===== src/rtl/mdu_pkg.sv =====
// Shared encodings for the iterative multiply/divide unit: operation codes,
// controller states and the divide-by-zero quotient fill value.
package mdu_pkg;

    typedef enum logic [1:0] {
        MDU_MULT  = 2'd0,
        MDU_MULTU = 2'd1,
        MDU_DIV   = 2'd2,
        MDU_DIVU  = 2'd3
    } mdu_op_e;

    typedef enum logic [1:0] {
        IDLE = 2'd0,
        RUN  = 2'd1,
        FIX  = 2'd2
    } mdu_state_e;

    // Every quotient bit is set when dividing by zero; replicated to WIDTH.
    localparam logic DIV0_QUOT_FILL = 1'b1;

    function automatic logic op_is_signed(input mdu_op_e op);
        return (op == MDU_MULT) || (op == MDU_DIV);
    endfunction

    function automatic logic op_is_div(input mdu_op_e op);
        return (op == MDU_DIV) || (op == MDU_DIVU);
    endfunction

endpackage


===== src/rtl/mdu_negate.sv =====
// Combinational conditional two's-complement negate: val_o = neg_i ? -val_i : val_i.
module mdu_negate #(
    parameter int W = 32
) (
    input  logic         neg_i,
    input  logic [W-1:0] val_i,
    output logic [W-1:0] val_o
);

    localparam logic [W-1:0] ONE = {{(W-1){1'b0}}, 1'b1};

    always_comb begin
        val_o = val_i;
        if (neg_i) begin
            val_o = (~val_i) + ONE;
        end
    end

endmodule


===== src/rtl/mdu_iter.sv =====
// Iterative MULT/MULTU/DIV/DIVU unit with architectural HI/LO registers.
// One shift-add or restoring-subtract step per cycle; WIDTH+1 cycles per op.
module mdu_iter
    import mdu_pkg::*;
#(
    parameter int WIDTH = 32
) (
    input  logic             clk,
    input  logic             rst,
    input  logic             ena,
    input  logic             start,
    input  logic [1:0]       op,
    input  logic [WIDTH-1:0] a,
    input  logic [WIDTH-1:0] b,
    input  logic             hi_we,
    input  logic             lo_we,
    input  logic [WIDTH-1:0] wdata,
    output logic             busy,
    output logic             done,
    output logic [WIDTH-1:0] hi,
    output logic [WIDTH-1:0] lo
);

    localparam int CNT_W = $clog2(WIDTH + 1);
    localparam logic [CNT_W-1:0] CNT_LAST = CNT_W'(WIDTH - 1);
    localparam logic [CNT_W-1:0] CNT_ONE  = {{(CNT_W-1){1'b0}}, 1'b1};

    mdu_state_e           state_q, state_d;
    mdu_op_e              op_q, op_d;
    logic [CNT_W-1:0]     cnt_q, cnt_d;
    logic [2*WIDTH-1:0]   acc_q, acc_d;
    logic [WIDTH-1:0]     dvs_q, dvs_d;
    logic                 neg_q, neg_d;
    logic                 rneg_q, rneg_d;
    logic                 div0_q, div0_d;
    logic [WIDTH-1:0]     hi_q, hi_d;
    logic [WIDTH-1:0]     lo_q, lo_d;
    logic                 done_q, done_d;

    mdu_op_e              op_in;
    logic                 a_neg, b_neg;
    logic [WIDTH-1:0]     abs_a, abs_b;
    logic [WIDTH:0]       mul_sum;
    logic [2*WIDTH-1:0]   mul_next;
    logic [WIDTH:0]       rem_sh;
    logic [WIDTH:0]       div_diff;
    logic                 div_ok;
    logic [2*WIDTH-1:0]   div_next;
    logic [2*WIDTH-1:0]   prod_fix;
    logic [WIDTH-1:0]     quot_fix;
    logic [WIDTH-1:0]     rem_fix;

    assign op_in = mdu_op_e'(op);
    assign a_neg = op_is_signed(op_in) & a[WIDTH-1];
    assign b_neg = op_is_signed(op_in) & b[WIDTH-1];

    mdu_negate #(.W(WIDTH)) u_abs_a (
        .neg_i (a_neg),
        .val_i (a),
        .val_o (abs_a)
    );

    mdu_negate #(.W(WIDTH)) u_abs_b (
        .neg_i (b_neg),
        .val_i (b),
        .val_o (abs_b)
    );

    // Multiply step: acc = {partial product, remaining multiplier bits}.
    assign mul_sum  = {1'b0, acc_q[2*WIDTH-1:WIDTH]}
                    + (acc_q[0] ? {1'b0, dvs_q} : '0);
    assign mul_next = {mul_sum, acc_q[WIDTH-1:1]};

    // Divide step: acc = {remainder, dividend/quotient}; bit WIDTH of the
    // trial difference is the borrow since the shifted remainder < 2*divisor.
    assign rem_sh   = acc_q[2*WIDTH-1:WIDTH-1];
    assign div_diff = rem_sh - {1'b0, dvs_q};
    assign div_ok   = ~div_diff[WIDTH];
    assign div_next = {(div_ok ? div_diff[WIDTH-1:0] : rem_sh[WIDTH-1:0]),
                       acc_q[WIDTH-2:0], div_ok};

    mdu_negate #(.W(2*WIDTH)) u_fix_prod (
        .neg_i (neg_q),
        .val_i (acc_q),
        .val_o (prod_fix)
    );

    mdu_negate #(.W(WIDTH)) u_fix_quot (
        .neg_i (neg_q),
        .val_i (acc_q[WIDTH-1:0]),
        .val_o (quot_fix)
    );

    mdu_negate #(.W(WIDTH)) u_fix_rem (
        .neg_i (rneg_q),
        .val_i (acc_q[2*WIDTH-1:WIDTH]),
        .val_o (rem_fix)
    );

    always_comb begin
        state_d = state_q;
        op_d    = op_q;
        cnt_d   = cnt_q;
        acc_d   = acc_q;
        dvs_d   = dvs_q;
        neg_d   = neg_q;
        rneg_d  = rneg_q;
        div0_d  = div0_q;
        hi_d    = hi_q;
        lo_d    = lo_q;
        done_d  = done_q;

        if (ena) begin
            done_d = 1'b0;
            case (state_q)
                IDLE: begin
                    if (start) begin
                        state_d = RUN;
                        op_d    = op_in;
                        cnt_d   = '0;
                        neg_d   = a_neg ^ b_neg;
                        rneg_d  = a_neg;
                        div0_d  = op_is_div(op_in) && (b == '0);
                        if (op_is_div(op_in)) begin
                            acc_d = {{WIDTH{1'b0}}, abs_a};
                            dvs_d = abs_b;
                        end else begin
                            acc_d = {{WIDTH{1'b0}}, abs_b};
                            dvs_d = abs_a;
                        end
                    end else begin
                        if (hi_we) begin
                            hi_d = wdata;
                        end
                        if (lo_we) begin
                            lo_d = wdata;
                        end
                    end
                end
                RUN: begin
                    acc_d = op_is_div(op_q) ? div_next : mul_next;
                    cnt_d = cnt_q + CNT_ONE;
                    if (cnt_q == CNT_LAST) begin
                        state_d = FIX;
                    end
                end
                FIX: begin
                    if (op_is_div(op_q)) begin
                        hi_d = rem_fix;
                        lo_d = div0_q ? {WIDTH{DIV0_QUOT_FILL}} : quot_fix;
                    end else begin
                        hi_d = prod_fix[2*WIDTH-1:WIDTH];
                        lo_d = prod_fix[WIDTH-1:0];
                    end
                    done_d  = 1'b1;
                    state_d = IDLE;
                end
                default: begin
                    state_d = IDLE;
                end
            endcase
        end
    end

    always_ff @(posedge clk or negedge rst) begin
        if (!rst) begin
            state_q <= IDLE;
            op_q    <= MDU_MULT;
            cnt_q   <= '0;
            acc_q   <= '0;
            dvs_q   <= '0;
            neg_q   <= 1'b0;
            rneg_q  <= 1'b0;
            div0_q  <= 1'b0;
            hi_q    <= '0;
            lo_q    <= '0;
            done_q  <= 1'b0;
        end else begin
            state_q <= state_d;
            op_q    <= op_d;
            cnt_q   <= cnt_d;
            acc_q   <= acc_d;
            dvs_q   <= dvs_d;
            neg_q   <= neg_d;
            rneg_q  <= rneg_d;
            div0_q  <= div0_d;
            hi_q    <= hi_d;
            lo_q    <= lo_d;
            done_q  <= done_d;
        end
    end

    assign busy = (state_q != IDLE);
    assign done = done_q;
    assign hi   = hi_q;
    assign lo   = lo_q;

endmodule


===== config.mk =====
export PLATFORM = sky130hd
export DESIGN_NAME = mdu_iter
export DESIGN_NICKNAME = d
export VERILOG_FILES = /design/src/rtl/mdu_pkg.sv /design/src/rtl/mdu_negate.sv /design/src/rtl/mdu_iter.sv
export SDC_FILE = /design/constraint.sdc
export NUM_CORES = 1
export LEC_CHECK = 0
export CELL_PAD_IN_SITES_DETAIL_PLACEMENT = 0
export CELL_PAD_IN_SITES_GLOBAL_PLACEMENT = 1
export CORE_MARGIN = 8
export CORE_UTILIZATION = 30
export CTS_CLUSTER_DIAMETER = 60
export DETAILED_ROUTE_END_ITERATION = 12
export PLACE_DENSITY = 0.64
export SLEW_MARGIN = 20
export SYNTH_ARGS = -nofsm -noshare
export SYNTH_HDL_FRONTEND = slang
export SYNTH_SLANG_ARGS = --single-unit

===== constraint.sdc =====
create_clock -name clk -period 4.4 [get_ports clk]
set_input_delay 1.1 -clock clk [delete_from_list [all_inputs] [get_ports clk]]
set_output_delay 1.1 -clock clk [all_outputs]
set_load 0.05 [all_outputs]

---- Word level (Yosys, flattened, before mapping) ----
Cells that the tools add are included.
storage, ports and cells
  logic and storage cells ................. 82
  output and inout bits ................... 66
  input bits .............................. 104
  bits in registers ....................... 174
operators by class
  equal/unequal tests ..................... 12
  add/sub/neg operators ................... 8
  bitwise gates (word level) .............. 9
  reductions and logical operators ........ 15
  multiplexer cells ....................... 27
operator list
  cell                                                                   number
  32-bit two-way mux                                                     15
  64-bit two-way mux                                                     3
  32-bit by 1-bit adder with 32-bit output, second input constant        4
  32-bit NOT                                                             4
  32-bit one-hot mux with 2 select lines                                 2
  64-bit one-hot mux with 2 select lines                                 1
  64-bit by 1-bit adder with 64-bit output, second input constant        1
  64-bit NOT                                                             1
  32-bit by 32-bit adder with 33-bit output                              1
  33-bit by 32-bit subtractor with 33-bit output                         1
  32-bit zero test                                                       1
  6-bit one-hot mux with 2 select lines                                  1
  2-bit equality test, second input constant                             5
  2-bit != test, second input constant                                   5
  3-bit AND reduction                                                    3
  4-bit AND reduction                                                    2
  6-bit by 1-bit adder with 6-bit output, second input constant          1
  6-bit by 5-bit equality test with 1-bit output, second input constant  1
  6-bit two-way mux                                                      1
  2-bit nonzero test                                                     3
  2-bit zero test                                                        2
  2-bit two-way mux                                                      2
  2-bit one-hot mux with 2 select lines                                  1
  1-bit logical OR                                                       3
  6 further kinds                                                        7

---- Logic depth before layout (Yosys ltp) ----
Gate-level depths: netlist of run 1.
  word-level depth ........................ 7
  mapped depth ............................ 15
  gate-level depth less buffers ........... 13

---- Hierarchy ----
Synthesis of run 1 repeated with hierarchy kept, for this count alone.
second synthesis, totals
  cells, all modules ...................... 2252
  area, all modules ....................... 18063.6 um^2
modules (own cells, without submodules)
  module                     sequential area each (um^2)  area an instance (um^2)  cells each  instances
  mdu_iter                   4329.2                       13306.5                  1650        1
  mdu_negate at u_abs_a ...  0.0                          777.0                    99          4
  mdu_negate at u_fix_prod   0.0                          1649.1                   206         1

---- Worst setup path before layout of run 1 ----
OpenSTA, ideal clock, no wires.
  path type ............................... input to register
  start point ............................. input port a[1]
  end point ............................... register acc_q[30]
  stages on the path ...................... 10
  arrival time ............................ 3323 ps
  path slack .............................. 1000 ps
  setup time .............................. 77 ps
  path buffers ............................ 0
  data required time ...................... 4323 ps
  cell sequence ........................... inv_1 ha_1 or3b_2 nor4_1 nand2_1 nor4_1 a31oi_1 xnor2_1 mux2_2 a21oi_1
between the ends
  longest elaborated chain between the ends .. 6
RTL lines
  item                                      RTL line          text
  start: declaration                        mdu_iter.sv:13    input logic [WIDTH-1:0] a,
  32-bit NOT                                mdu_negate.sv:15  val_o = (~val_i) + ONE;
  32-bit by 1-bit adder with 32-bit output  mdu_negate.sv:15
  32-bit two-way mux                        mdu_negate.sv:14  if (neg_i) begin
  32-bit two-way mux                        mdu_iter.sv:124   if (op_is_div(op_in)) begin
  64-bit two-way mux                        mdu_iter.sv:117   if (start) begin
  64-bit one-hot mux with 2 select lines    mdu_iter.sv:115   case (state_q)
  end signal: assignment                    mdu_iter.sv:170   acc_q <= '0;
  end signal: assignment                    mdu_iter.sv:182   acc_q <= acc_d;
  end: declaration                          mdu_iter.sv:31    logic [2*WIDTH-1:0] acc_q, acc_d;
Every way passes these cells. The select of a mux whose other input is x is not followed.
A chain may end at the register's enable or synchronous reset.

---- Worst setup path in the final report of run 1 ----
  start point ............................. register dvs_q[5]
  end point ............................... register acc_q[32]
between the ends
  longest elaborated chain between the ends .. 4
RTL lines
  item                                            RTL line         text
  start: declaration                              mdu_iter.sv:32   logic [WIDTH-1:0] dvs_q, dvs_d;
  start signal: assignment                        mdu_iter.sv:183  dvs_q <= dvs_d;
  33-bit by 32-bit subtractor with 33-bit output  mdu_iter.sv:77   assign div_diff = rem_sh - {1'b0, dvs_q};
  32-bit two-way mux                              mdu_iter.sv:79   assign div_next = {(div_ok ? div_diff[WIDTH-1:0] : rem_sh[WIDTH-1:0]),
  64-bit two-way mux                              mdu_iter.sv:141  acc_d = op_is_div(op_q) ? div_next : mul_next;
  64-bit one-hot mux with 2 select lines          mdu_iter.sv:115
Every way passes these cells.

==> results of run 1 <==
## flip-flops by register name, indices dropped and copies added, names as in the netlist
signal and count:
acc_q 64, dvs_q 32, hi 32, lo 32, cnt_q 6, state_q 2, div0_q 1, done 1
neg_q 1, op_q 1, rneg_q 1
## path summary, 6_finish.rpt
path	start	endpoint	depth (start not counted)
min in group asynchronous	rst	acc_q[39]	1
max reg2reg	dvs_q[5]	acc_q[32]	12
min	hi[18]	hi[18]	2
min reg2reg	hi[18]	hi[18]	2
max	dvs_q[5]	acc_q[32]	12
max in group asynchronous	rst	acc_q[32]	2
## cell families (layout without fill, tap and decap cells)
| group | after synthesis | in the layout | share of synthesized area (%) |
|---|---|---|---|
| AOI/OAI and AO/OA | 636 | 636 | 25.1 |
| and+or+nand+nor | 625 | 625 | 19.3 |
| adders and majority gates | 71 | 71 | 5.92 |
| DFF | 173 | 173 | 28.4 |
| xor gates and xnor gates | 166 | 166 | 9.53 |
| buffers and inverters | 188 | 361 | 4.81 |
| muxes | 104 | 104 | 6.93 |
## power groups by stage
| stage | registers [mW] | logic, mW | clock network (mW) |
|---|---|---|---|
| 3_5_place_dp | 2.59 | 7.37 | 0 |
| 2_1_floorplan | 2.66 | 4.69 | 0 |
| 5_1_grt | 2.63 | 8.12 | 1.71 |
| 6_report | 2.58 | 7.49 | 1.62 |
| 3_3_place_gp | 2.59 | 7.35 | 0 |
| 4_1_cts | 2.56 | 7.40 | 1.66 |
## layer usage
layer	GRT usage, %	vias up	routed length (um)
met4	3.82	0	713
met3	4.22	37	3480
met5	0	-	0
li1	-	7405	-
met2	32.7	399	27600
met1	30.0	7513	30200
## cells in the final DEF, fill, tap and decap left out, types with 31 or more instances in the layout
cell type and instances:
sky130_fd_sc_hd__nand2_1 212, sky130_fd_sc_hd__o22ai_1 34, sky130_fd_sc_hd__inv_1 66, sky130_fd_sc_hd__xor2_1 49
sky130_fd_sc_hd__o21ai_0 184, sky130_fd_sc_hd__nor2_1 181, sky130_fd_sc_hd__xnor2_1 117, sky130_fd_sc_hd__buf_4 89
sky130_fd_sc_hd__a21o_1 33, sky130_fd_sc_hd__nor3_1 39, sky130_fd_sc_hd__clkdlybuf4s50_1 167, sky130_fd_sc_hd__nand3_1 31
sky130_fd_sc_hd__dfrtp_1 172, sky130_fd_sc_hd__mux2i_1 91, sky130_fd_sc_hd__a21oi_1 195, sky130_fd_sc_hd__ha_1 69
## critical path, delay by kind of cell (launching register included)
kind / cells / cell delay, ns
AOI/OAI and AO/OA: 6 / 1.46
adders and majority gates: 1 / 0.35
buffers and inverters: 2 / 0.41
DFF: 1 / 0.38
muxes: 1 / 0.36
and+or+nand+nor: 2 / 0.79
## metrics by stage
| stage | util, % | worst slack, ns | instances |
|---|---|---|---|
| detailed placement | 36.0 | 0.307 | 2776 |
| floorplan | - | 1.00 | 1963 |
| finish | 37.2 | 0.540 | 2808 |
| CTS | 37.2 | 0.541 | 2807 |
| global placement | 36.0 | 0.380 | 2776 |
| global route | 37.2 | 0.254 | 2808 |
## final cells by class
type | instances | area, sq um
fill | 5231 | 31500
multi-input combinational | 1602 | 10200
sequential | 173 | 4330
timing repair buffer | 261 | 2420
tap | 672 | 841
clock buffer | 18 | 429
inverter | 69 | 259
clock inverter | 13 | 163
==> results.txt, run 1 <==
* Final Net Count: 2299
- Vias/cell: 5.47
* Remaining global-route overflow: 0
- Post-route clock skew: 0.0138 ns
- Final Hold Slack: 0.478 ns
- Cell internal pwr: 5.84 mW
- Type of the tightest min-delay check: reg2reg
- Library cell contributing the largest single delay on the critical path: sky130_fd_sc_hd__and4_1
- The run finished with clean final reports.
- Seq cells post-synth: 173
* Clock network fraction of total power: 13.8%
- Latest clock arrival within the worst-skew pair: 0.50 ns
- Type of origin of the critical path: flop
- Most common cell type on the critical path: sky130_fd_sc_hd__a21oi_1
- Layout overhead on the synthesized area: 22.4%
- Dividing the detail-routed wire length by the instance count gives 22.1 um.
- Once the clock tree was built, the resizer swapped 0 gates to a different size.
- Power spread over the standard cell area amounts to 626 nW/um^2.
- The initial antenna violation count is 0.
* Part of the total power dissipated in combinational logic: 64.1%
* Row Count: 82
* Die width: 241 um
* Achievable frequency: 0.259 GHz
- For this run, the total global-route usage over all layers was measured as 21.0%.
* Final worst-path cycle share: 87.7%
* Area share of the leading cell type in the synthesized netlist: 28.4%
- CP max stage delay: 0.60 ns
- Worst R2R Setup Slack: 0.54 ns
- Traced cell by cell, the critical path runs through inv_1 > ha_1 > and2_1 > a221oi_2 > a21oi_1 > o211ai_1 > a21oi_1 > o2111ai_1 > and4_1 > buf_4 > mux2_2 > o21ai_0.
- Starting density of the core: 30.4%
- Buffers inserted to repair hold after CTS numbered 0.
* Ratio of cells with drive above 1 in the final layout: 7.77%
- The setup path with the least slack is of type reg2reg.
- TritonCTS built the clock tree.
* Most instantiated cells after synthesis: sky130_fd_sc_hd__nand2_1 (212), sky130_fd_sc_hd__a21oi_1 (195), sky130_fd_sc_hd__o21ai_0 (184)
* Mapped Avg Cell Area: 7.77 sq um
- Die Footprint: 58300 sq um
* Pwr Total: 11.7 mW
- In this run the tool buffered the top-level ports with 169 buffer cells.
- The mapped netlist covers 15300 sq um.
- Max-cap violations in this run came to 0.
- Clock slew seen by the registers of the worst setup and hold paths: 0.08 ns
* Required time reported for the critical path endpoint: 4.81 ns
- Counting I/O delays and the setup requirement, the final critical path takes 3.86 ns.
- In this run the cell area measured after placement is 18000 sq um.
- RD Place Congestion: 0.920
- Final-report setup violation count: 0
- Setup Total Neg Slack: 0 ns
- In this run, synthesis inferred 0 flip-flops with an integrated enable.
* Synth warn: 0
- Measured along the y axis, the die boundary spans 241 um.
- Once detail routing completed, the nets flagged for antenna violations numbered 0.
* DRC Markers: 0
- The via count of the first global-routing pass is 14900.
* Number of ports placed on the die boundary: 170
- By area the synthesized netlist is led by sky130_fd_sc_hd__dfrtp_1 (28%), sky130_fd_sc_hd__xnor2_1 (6.7%), sky130_fd_sc_hd__a21oi_1 (6.4%).
- Number of nets in the synthesized netlist: 2138
- CTS H-tree depth: 4
- Once detailed placement completed, the half-perimeter wirelength came to 49000 um.
* Critical path arrival: 4.27 ns
* Area of the core region: 50200 sq um
- Counting the buffers created by CTS gives 17.
- Max FO, Critical Path: 11
- Counting along the longest clock path gives a buffer depth of 2.
* Number of different library cells in the post-synthesis netlist: 77
- The worst setup path is captured at a flop.
- Of the total power, the share spent switching nets is 50.0%.
- The clock net in this run drives a total of 173 sinks.
- The first detailed-routing pass took 5 iterations.
* Number of antenna repair diodes: 0
- Synthesis produced 1963 cells.
- In this run, the number of DRC markers left after iteration 0 of detailed routing was 1047.
- The worst-case IR drop observed on VDD is 0.409 mV.
- Maximum number of pins on one net before global-route repair: 100
- Number of hold violations in the final report: 0
- Summed over all cells, the static leakage comes to 7.72 nW.
- The synthesized design spends more area on one cell type than any other, namely sky130_fd_sc_hd__dfrtp_1.
* Number of pins exceeding their max-slew limit in the final report: 0
- In this run, flip-flops and latches consume 22.1% of the power.
* Most frequent cell after synthesis: sky130_fd_sc_hd__nand2_1
* Most used DFF post-synth: sky130_fd_sc_hd__dfrtp_1
- In this run the power spent charging and discharging nets is 5.84 mW.
- Sequential elements use 28.4% of the synthesized area.
- Headroom to the max-slew limit came out at 42.8%.
- Root Buffer: sky130_fd_sc_hd__clkbuf_16
* Vias post-DR: 15400
* Setup repair after global routing missed its margin: no
- In the synthesized netlist the async set-or-reset flop fraction comes to 100%.
* Total wirelength of the detailed-routed design: 62000 um
- The first global-routing pass estimated 93300 um of wire.
* Post-route cell area: 18700 sq um
* Actual transition at the worst max-transition pin: 0.858 ns
* Post-CTS setup repair buffer count: 0
(Power assumes the default switching activity.)
==> run 2, diff against run 1 <==
Settings changed: GPL_TIMING_DRIVEN from default to 0.
==> run 2 against run 1 <==
- combinational power is 7.2% lower
- first-iteration DRC count is 5.9% higher
- core utilization is 0.42 points lower
- largest cell class unchanged
- largest power group unchanged
==> results.txt, run 2 (synthesis results as in run 1) <==
- Relative to the synthesized area, the layout overhead comes to 21.0%.
- Vias in the first global route: 15300
- STA puts the critical path data arrival time at 4.52 ns.
* Final critical-path required period: 4.19 ns
* Final Net Count: 2327
- DR pass1 iterations: 5
- acc_q holds more flip-flops than any other register.
* Total global routing track utilization: 22.0%
- For this run, design rule violations remaining after detail routing come to 0.
* Die width: 241 um
* Setup repair after global routing missed its margin: no
- Crit end category: flop
* Type of origin of the critical path: flop
- Die Footprint: 58300 sq um
- CP max stage delay: 0.48 ns
- Filler Cell Count: 5265
- In this run the worst hold path is classified as reg2reg.
- At the end of routability-driven placement, the weighted congestion stood at 0.923.
- Most common cell after layout, fill and taps aside: sky130_fd_sc_hd__nand2_1
- Remaining global-route overflow: 0
- By startpoint and endpoint, the worst setup path is classified as reg2reg.
- CP cell instances: inv_1 > ha_1 > fa_1 > nor2b_1 > o211ai_1 > a21oi_1 > o211ai_1 > a21oi_1 > o2111ai_1 > and4_1 > buf_2 > buf_4 > mux2i_1 > o21ai_0
- Max reg flops: 64
- Required time reported for the critical path endpoint: 4.73 ns
- For this configuration, the core starts out at a cell density of 30.4%.
- Number of cells in the finished layout apart from fillers: 2836
- Worst R2R Path Depth: 14
* Worst Min Path Start: hi[17]
- Vias post-DR: 15600
* Row Count: 82
- Wire length of the first global-routing pass: 97500 um
- The count of buffers added on input and output ports is 168.
- Actual transition at the worst max-transition pin: 1.04 ns
* Latest clock arrival within the worst-skew pair: 0.47 ns
- The largest individual stage delay along the critical path comes from the cell sky130_fd_sc_hd__dfrtp_1.
- Clock tree synthesis inserted a total of 17 buffers.
* # placed instances: 2805
- Measured on the finished design, the core utilization comes to 36.8%.
* DR WL/cell: 23.1 um
* Total wirelength of the detailed-routed design: 65500 um
- Maxcap violations: 0
- Number of hold violations in the final report: 0
- Root Buffer: sky130_fd_sc_hd__clkbuf_16
- The number of antenna diodes in the final layout is 0.
* Final-report setup violation count: 0
* Pwr Total: 11.4 mW
* Achievable frequency: 0.239 GHz
- The clock arrives with 0.0118 ns of skew.
- Vertical die dimension: 241 um
- In the layout the commonest cells are sky130_fd_sc_hd__nand2_1 (212), sky130_fd_sc_hd__a21oi_1 (195), sky130_fd_sc_hd__o21ai_0 (183).
- During I/O placement, the number of pins put on the boundary was 170.
- After layout, the worst path uses 95.2% of the clock period.
- Clock slew seen by the registers of the worst setup and hold paths: 0.07 ns
* Vias/cell: 5.51
- For this block, the initial DRC count from the detailed router was 1109.
- In this run the number of H-tree levels came out at 4.
- Total number of clock tree sinks: 173
* Final HPWL DP: 53600 um
- Max FO, Critical Path: 10
- Counting along the longest clock path gives a buffer depth of 2.
- In this run the static leakage power is 7.46 nW.
- CTS tree: yes
- Area of the core region: 50200 sq um
- The count of nets left with antenna violations once routing finished came out at 0.
- Tracing the worst setup path back leads to its startpoint at acc_q[31].
* Maximum number of pins on one net before global-route repair: 91
- Power per cell area: 617 nW/um^2
- The startpoint identified for the worst register-to-register timing path is acc_q[31].
* Hold Path Depth: 2
- Number of pins exceeding their max-slew limit in the final report: 0
- Worst slew margin relative to its limit: 30.5%
- Ratio of cells with drive above 1 in the final layout: 3.88%
* Worst vdd ir: 0.333 mV
* Number of antenna violations at the first check in global routing: 0
* Status: finished clean
==> run 2: final timing paths <==
check / endpoint / slack, ns
setup / recovery: acc_q[52] / 0.21
hold / removal: hi[17] / 0.48
setup reg to reg: acc_q[52] / 0.21
hold reg to reg: hi[17] / 0.48
max in group asynchronous: dvs_q[30] / 2.96
min in group asynchronous: acc_q[57] / 0.58
==> run 2: repair_timing <==
item | 4_1_cts | 5_1_grt
setup endpoints to repair | 0 | 7
resized for setup | 0 | 5
hold buffers | 0 | 0
setup buffers | 0 | 0
==> run 2: stage by stage <==
step	hold slack (ns)	setup TNS [ns]	cell area, sq um	setup WS (ns)
final	0.480	0	18500	0.212
after global routing	0.505	0	18500	0.00705
after CTS	0.486	0	18400	0.0702
after detailed placement	0.470	-2.23	17800	-0.302
after global placement	0.463	-983.11	17800	-5.69
after floorplan	0.449	0	15300	1.00
==> run 2: critical path, delay by kind of cell, from the launching register on <==
family / cells / cell delay, ns
fa+ha+maj: 2 / 0.68
simple gates: 2 / 0.51
mux: 1 / 0.29
compound gates: 6 / 1.49
buf+inv: 3 / 0.59
flops: 1 / 0.48
==> run 2: layout make-up <==
type	count	area [sq um]	share of cell area, %
Inverter	69	259	1.40
Timing Repair Buffer	170	1740	9.44
Sequential cell	173	4330	23.5
Clock inverter	11	134	0.725
Clock buffer	20	467	2.53
Multi-Input combinational cell	1602	10200	55.3
Buffer	119	477	2.58
Tap cell	672	841	4.56
==> run 2: routing by layer <==
metal / vias up / wire, um / GRT usage, % / part of all wire (%)
met2: 432 / 29700 / 35.0 / 45
li1: 7471 / - / - / -
met3: 74 / 3410 / 3.69 / 5.2
met1: 7640 / 30800 / 30.5 / 47
met4: 0 / 1580 / 6.27 / 2.4
met5: - / 0 / 0 / 0
==> run 2: power breakdown <==
| part | total [mW] | switching [mW] | internal [mW] |
|---|---|---|---|
| logic | 6.95 | 4.27 | 2.68 |
| registers | 2.83 | 0.828 | 2.00 |
| clock network | 1.61 | 0.723 | 0.885 |
| total | 11.4 | 5.82 | 5.56 |
==> run 3, diff against run 2 <==
Settings changed: SKIP_LAST_GASP from default to 1.
==> results of run 3 <==
The final DEF is identical to that of run 2; final timing and power are the same.
